===== src/rtl/buffer_reader.sv =====
// buffer_reader: read side of a circular register buffer. Tracks committed occupancy,
// loads READ_SIZE-word transfers into a registered valid/ready stage, reports full/overflow.
module buffer_reader #(
    parameter int SIZE       = 8,
    parameter int WIDTH      = 16,
    parameter int WRITE_SIZE = 2,
    parameter int READ_SIZE  = 2
) (
    input  logic                         clk,
    input  logic                         rst,
    input  logic [SIZE*WIDTH-1:0]        mem_flat,
    input  logic                         wr_commit,
    input  logic                         out_ready,
    output logic                         out_valid,
    output logic [READ_SIZE*WIDTH-1:0]   out_data,
    output logic [$clog2(SIZE)-1:0]      rd_ptr,
    output logic [SIZE-1:0]              rd_mask,
    output logic [$clog2(SIZE+1)-1:0]    count,
    output logic                         empty,
    output logic                         full,
    output logic                         overflow
);
    localparam int PW = $clog2(SIZE);
    localparam int CW = $clog2(SIZE + 1);
    localparam int P1 = PW + 1;
    localparam int C1 = CW + 1;

    typedef enum logic {IDLE, HOLD} state_t;
    state_t state;

    logic [WIDTH-1:0]           mem [SIZE];
    logic [PW-1:0]              idx [READ_SIZE];
    logic [READ_SIZE*WIDTH-1:0] load_data;
    logic [PW-1:0]              ptr_nx;
    logic [CW-1:0]              count_ld, count_nx;
    logic                       load, accept;

    // Sums stay below 2*SIZE, so one conditional subtract gives an exact wrap for any SIZE.
    function automatic logic [PW-1:0] wrap(input logic [P1-1:0] s);
        return s >= P1'(SIZE) ? PW'(s - P1'(SIZE)) : PW'(s);
    endfunction

    for (genvar i = 0; i < SIZE; i++) begin : g_mem
        assign mem[i] = mem_flat[i*WIDTH +: WIDTH];
    end

    for (genvar i = 0; i < READ_SIZE; i++) begin : g_rd
        assign idx[i] = wrap(P1'(rd_ptr) + P1'(i));
        assign load_data[i*WIDTH +: WIDTH] = mem[idx[i]];
    end

    always_comb begin
        rd_mask = '0;
        for (int k = 0; k < READ_SIZE; k++) rd_mask[idx[k]] = 1'b1;
    end

    assign out_valid = state == HOLD;
    assign load      = count >= CW'(READ_SIZE) && (state == IDLE || out_ready);
    assign count_ld  = load ? count - CW'(READ_SIZE) : count;
    // Slots freed by a same-cycle load make room for the incoming commit.
    assign accept    = wr_commit && (C1'(count_ld) + C1'(WRITE_SIZE) <= C1'(SIZE));
    assign count_nx  = accept ? count_ld + CW'(WRITE_SIZE) : count_ld;
    assign ptr_nx    = wrap(P1'(rd_ptr) + P1'(READ_SIZE));

    always_ff @(posedge clk or posedge rst) begin
        if (rst) begin
            state    <= IDLE;
            rd_ptr   <= '0;
            count    <= '0;
            out_data <= '0;
            overflow <= 1'b0;
            empty    <= 1'b1;
            full     <= 1'b0;
        end else begin
            count    <= count_nx;
            empty    <= count_nx == '0;
            full     <= count_nx > CW'(SIZE - WRITE_SIZE);
            overflow <= overflow | (wr_commit & ~accept);
            if (load) begin
                out_data <= load_data;
                rd_ptr   <= ptr_nx;
                state    <= HOLD;
            end else if (out_ready) begin
                state <= IDLE;
            end
        end
    end
endmodule


===== config.mk =====
export PLATFORM = sky130hd
export DESIGN_NAME = buffer_reader
export DESIGN_NICKNAME = d
export VERILOG_FILES = /design/src/rtl/buffer_reader.sv
export SDC_FILE = /design/constraint.sdc
export NUM_CORES = 1
export LEC_CHECK = 0
export BUFFER_PORTS_ARGS = -buffer_cell sky130_fd_sc_hd__buf_2
export CORE_MARGIN = 4
export CORE_UTILIZATION = 43
export CTS_BUF_LIST = sky130_fd_sc_hd__clkbuf_4 sky130_fd_sc_hd__clkbuf_8
export DETAILED_ROUTE_END_ITERATION = 10
export PLACE_DENSITY = 0.83
export SYNTH_ARGS = -nofsm -noshare
export SYNTH_HDL_FRONTEND = slang
export SYNTH_SLANG_ARGS = --single-unit
export TNS_END_PERCENT = 50

===== constraint.sdc =====
create_clock -name clk -period 2.6 [get_ports clk]
set_clock_uncertainty 0.05 [all_clocks]
set_input_delay 0.26 -clock clk [delete_from_list [all_inputs] [get_ports clk]]
set_output_delay 0.26 -clock clk [all_outputs]
set_load 0.02 [all_outputs]

==> load_flow_metrics.sql <==
INSERT INTO impl_metrics (metric_group, metric, value, unit) VALUES
('cts', 'numCtsBuffers', '5', ''),
('placed_design', 'dpl.cell_count', '427', ''),
('power_and_ir_drop', 'clkPwrFrac', '9.7', '%'),
('cts', 'clock_pin_slew_worst_setup_and_hold_paths', '0.08', 'ns'),
('timing', 'timing.final.crit_share', '91.25', '%'),
('cells_and_area', 'finish.net_count', '501', ''),
('power_and_ir_drop', 'register_share_of_total_power', '24.9', '%'),
('timing', 'fin_setup_tns', '0', 'ns'),
('power_and_ir_drop', 'comb_power_share', '65.3', '%'),
('route', 'first_pass_iters', '4', ''),
('grt', 'maximum_number_of_pins_on_one_net_before_global_route_repair', '22', ''),
('route', 'route.detailed.wl_per_inst', '16.27', 'um'),
('logic_synthesis', 'synth-simple-area-share', '5.150', '%'),
('cells_and_area', 'layoutNonFillerInstCount', '437', ''),
('route', 'num_vias', '2264', ''),
('cts', 'cts_tree', 'yes', ''),
('cts', 'clock_latency', '0.29', 'ns'),
('logic_synthesis', 'yosysTopAreaCellShare', '37.20', '%'),
('logic_synthesis', 'ys_seq_elements', '40', ''),
('timing', 'grt_setup_unrepaired', 'false', ''),
('setup_path', 'crit_path_max_fanout', '8', ''),
('timing', 'max_slew.worst_pin.slew', '0.7546', 'ns'),
('placed_design', 'hpwl', '5843', 'um'),
('logic_synthesis', 'synth_xor_xnor_area_share', '0.3338', '%'),
('route', 'viasPerCell', '5.181', ''),
('logic_synthesis', 'syn_avg_cell_area', '14.42', 'um2'),
('outcome', 'status', 'complete, no violations', ''),
('grt', 'grtUsageTotal', '19.19', '%'),
('grt', 'grt_antenna_before_repair', '0', ''),
('cts', 'cts_buffer_depth', '2', ''),
('power_and_ir_drop', 'fin_total_pwr', '0.004517', 'W'),
('logic_synthesis', 'postSynthCellCount', '182', ''),
('die', 'core_region_area', '5921', 'um2'),
('power_and_ir_drop', 'switching_power_as_a_share_of_total_power', '42.73', '%'),
('hold_path', 'worstHoldPathType', 'in2reg', ''),
('logic_synthesis', 'post_synth_most_frequent_cells', 'sky130_fd_sc_hd__dfrtp_1 (39), sky130_fd_sc_hd__mux2_2 (32), sky130_fd_sc_hd__mux4_2 (32), sky130_fd_sc_hd__inv_1 (10), sky130_fd_sc_hd__ha_1 (8)', ''),
('timing', 'slew-limit-headroom', '49.38', '%'),
('logic_synthesis', 'yosys-top-cells-area', 'sky130_fd_sc_hd__dfrtp_1 (37%), sky130_fd_sc_hd__mux4_2 (27%), sky130_fd_sc_hd__mux2_2 (14%)', ''),
('timing', 'hold_violations', '0', ''),
('setup_path', 'critPathTopFamily', 'adder cells', ''),
('logic_synthesis', 'ys_warn_count', '0', ''),
('cells_and_area', 'area_growth_syn_to_layout', '41.06', '%'),
('power_and_ir_drop', 'power.internal', '0.002587', 'W'),
('power_and_ir_drop', 'cellLeakagePower', '1.795', 'nW'),
('timing', 'finalSetupViolCount', '0', ''),
('logic_synthesis', 'synth_top_cell_by_area', 'sky130_fd_sc_hd__dfrtp_1', ''),
('logic_synthesis', 'synthMuxAreaShare', '42.73', '%'),
('logic_synthesis', 'synth_seq_area_share', '38.20', '%'),
('logic_synthesis', 'synth-edff-count', '0', ''),
('logic_synthesis', 'postSynth.asyncResetShare', '100.0', '%'),
('route', 'antenna_left', '0', ''),
('placed_design', 'io_buffers', '180', ''),
('logic_synthesis', 'combinational_family_with_the_most_area_after_synthesis', 'multiplexers', ''),
('cts', 'h-tree-depth', '2', ''),
('timing', 'final.hold.worst_slack', '0.2177', 'ns'),
('setup_path', 'cp_data_arrival_time', '2.54', 'ns'),
('power_and_ir_drop', 'sw_pwr', '0.001930', 'W'),
('cells_and_area', 'multiInputGateArea', '1490', 'um2'),
('die', 'dieArea', '7416', 'um2'),
('grt', 'grt_overflow', '0', ''),
('cts', 'clkSinkCount', '40', ''),
('power_and_ir_drop', 'cellPowerDensity', '1220', 'nW/um2'),
('grt', 'grt_pass1_vias', '2453', ''),
('route', 'number_of_drc_violations_after_detailed_routing_iteration_0', '54', ''),
('route', 'routed_wl', '7109', 'um'),
('setup_path', 'critical_path.cell_chain', 'ha_1 -> o311ai_0 -> and2_1 -> inv_1 -> ha_1 -> inv_1 -> and3_4 -> o31a_1 -> mux2i_1', ''),
('setup_path', 'slowest_delay', '0.48', 'ns'),
('logic_synthesis', 'yosys.area_share.adder', '3.815', '%'),
('logic_synthesis', 'ys_types', '35', ''),
('die', 'effective_utilization_at_floorplan', '44.32', '%'),
('placed_design', 'place_congestion', '0.8633', '');
==> power by group through the flow <==
stage / logic, W / registers (W) / clock network, W
floorplan: 0.00181 / 0.00152 / 0
global placement: 0.00289 / 0.00112 / 0
detailed placement: 0.00298 / 0.00114 / 0
CTS: 0.00299 / 0.00113 / 0.000458
global route: 0.00321 / 0.00117 / 0.000481
finish: 0.00295 / 0.00113 / 0.000439
==> cell families after synthesis <==
logic type / count (synthesis)
muxes: 68
xor gates and xnor gates: 1
and+or+nand+nor: 21
other: 1
adders and majority gates: 8
AOI/OAI and AO/OA: 14
buffers and inverters: 29
DFF: 40
==> stage by stage <==
stage / instance area [um2] / setup slack (ns) / util, %
after floorplan: 2628 / 0.1816 / -
after CTS: 3694 / 0.1900 / 62.38
after global routing: 3701 / 0.002658 / 62.51
after detailed placement: 3586 / 0.2495 / 60.57
after global placement: 3586 / 0.3224 / 60.57
final: 3701 / 0.2275 / 62.51
==> final cells by class <==
cell class	count	area share, %
flip-flops and latches	40	27.11
multi-input cells	114	40.26
well taps	75	2.535
repair buffers	190	26.44
inverters	10	1.014
clock inverters	2	0.4057
clock buffers	6	2.231
==> state kept, by name, summed over array words and instances (netlist names) <==
name and flops:
rd_ptr 2, out_data 32, overflow 1, count 3, empty 1, out_valid 1
==> final timing paths <==
check	from	depth (start not counted)	to
setup reg to reg	count[1]	9	count[1]
hold reg to reg	overflow	1	overflow
setup / recovery	count[1]	9	count[1]
min in group asynchronous	rst	3	out_data[11]
max in group asynchronous	rst	4	empty
hold / removal	wr_commit	2	overflow
==> layer usage <==
metal  global-route usage (%)  routed length [um]
met1                    20.71                2444
met2                    36.02                3947
met3                    5.091                 634
met4                    6.187                  82
met5                        0                   0
==> cells in the final DEF, fill, tap and decap left out, drive strengths merged, types with 2 or more instances in the layout <==
cell / Yosys / final
a21oi: 3 / 3
and2: 3 / 3
buf: 13 / 189
clkbuf: 6 / 6
clkinvlp: 0 / 2
conb: 1 / 2
dfrtp: 39 / 39
ha: 8 / 8
inv: 10 / 9
mux2: 32 / 32
mux2i: 4 / 4
mux4: 32 / 32
nand2: 7 / 7
nand2b: 2 / 2
nor2: 2 / 2
nor2b: 2 / 2
==> what timing repair did <==
| action | CTS | global route |
|---|---|---|
| hold buffers | 1 | 0 |
| resized for setup | 0 | 0 |
| setup buffers | 0 | 1 |
| endpoints found under the hold margin | 20 | 0 |
| setup endpoints to repair | 0 | 3 |
(Power assumes the default switching activity.)
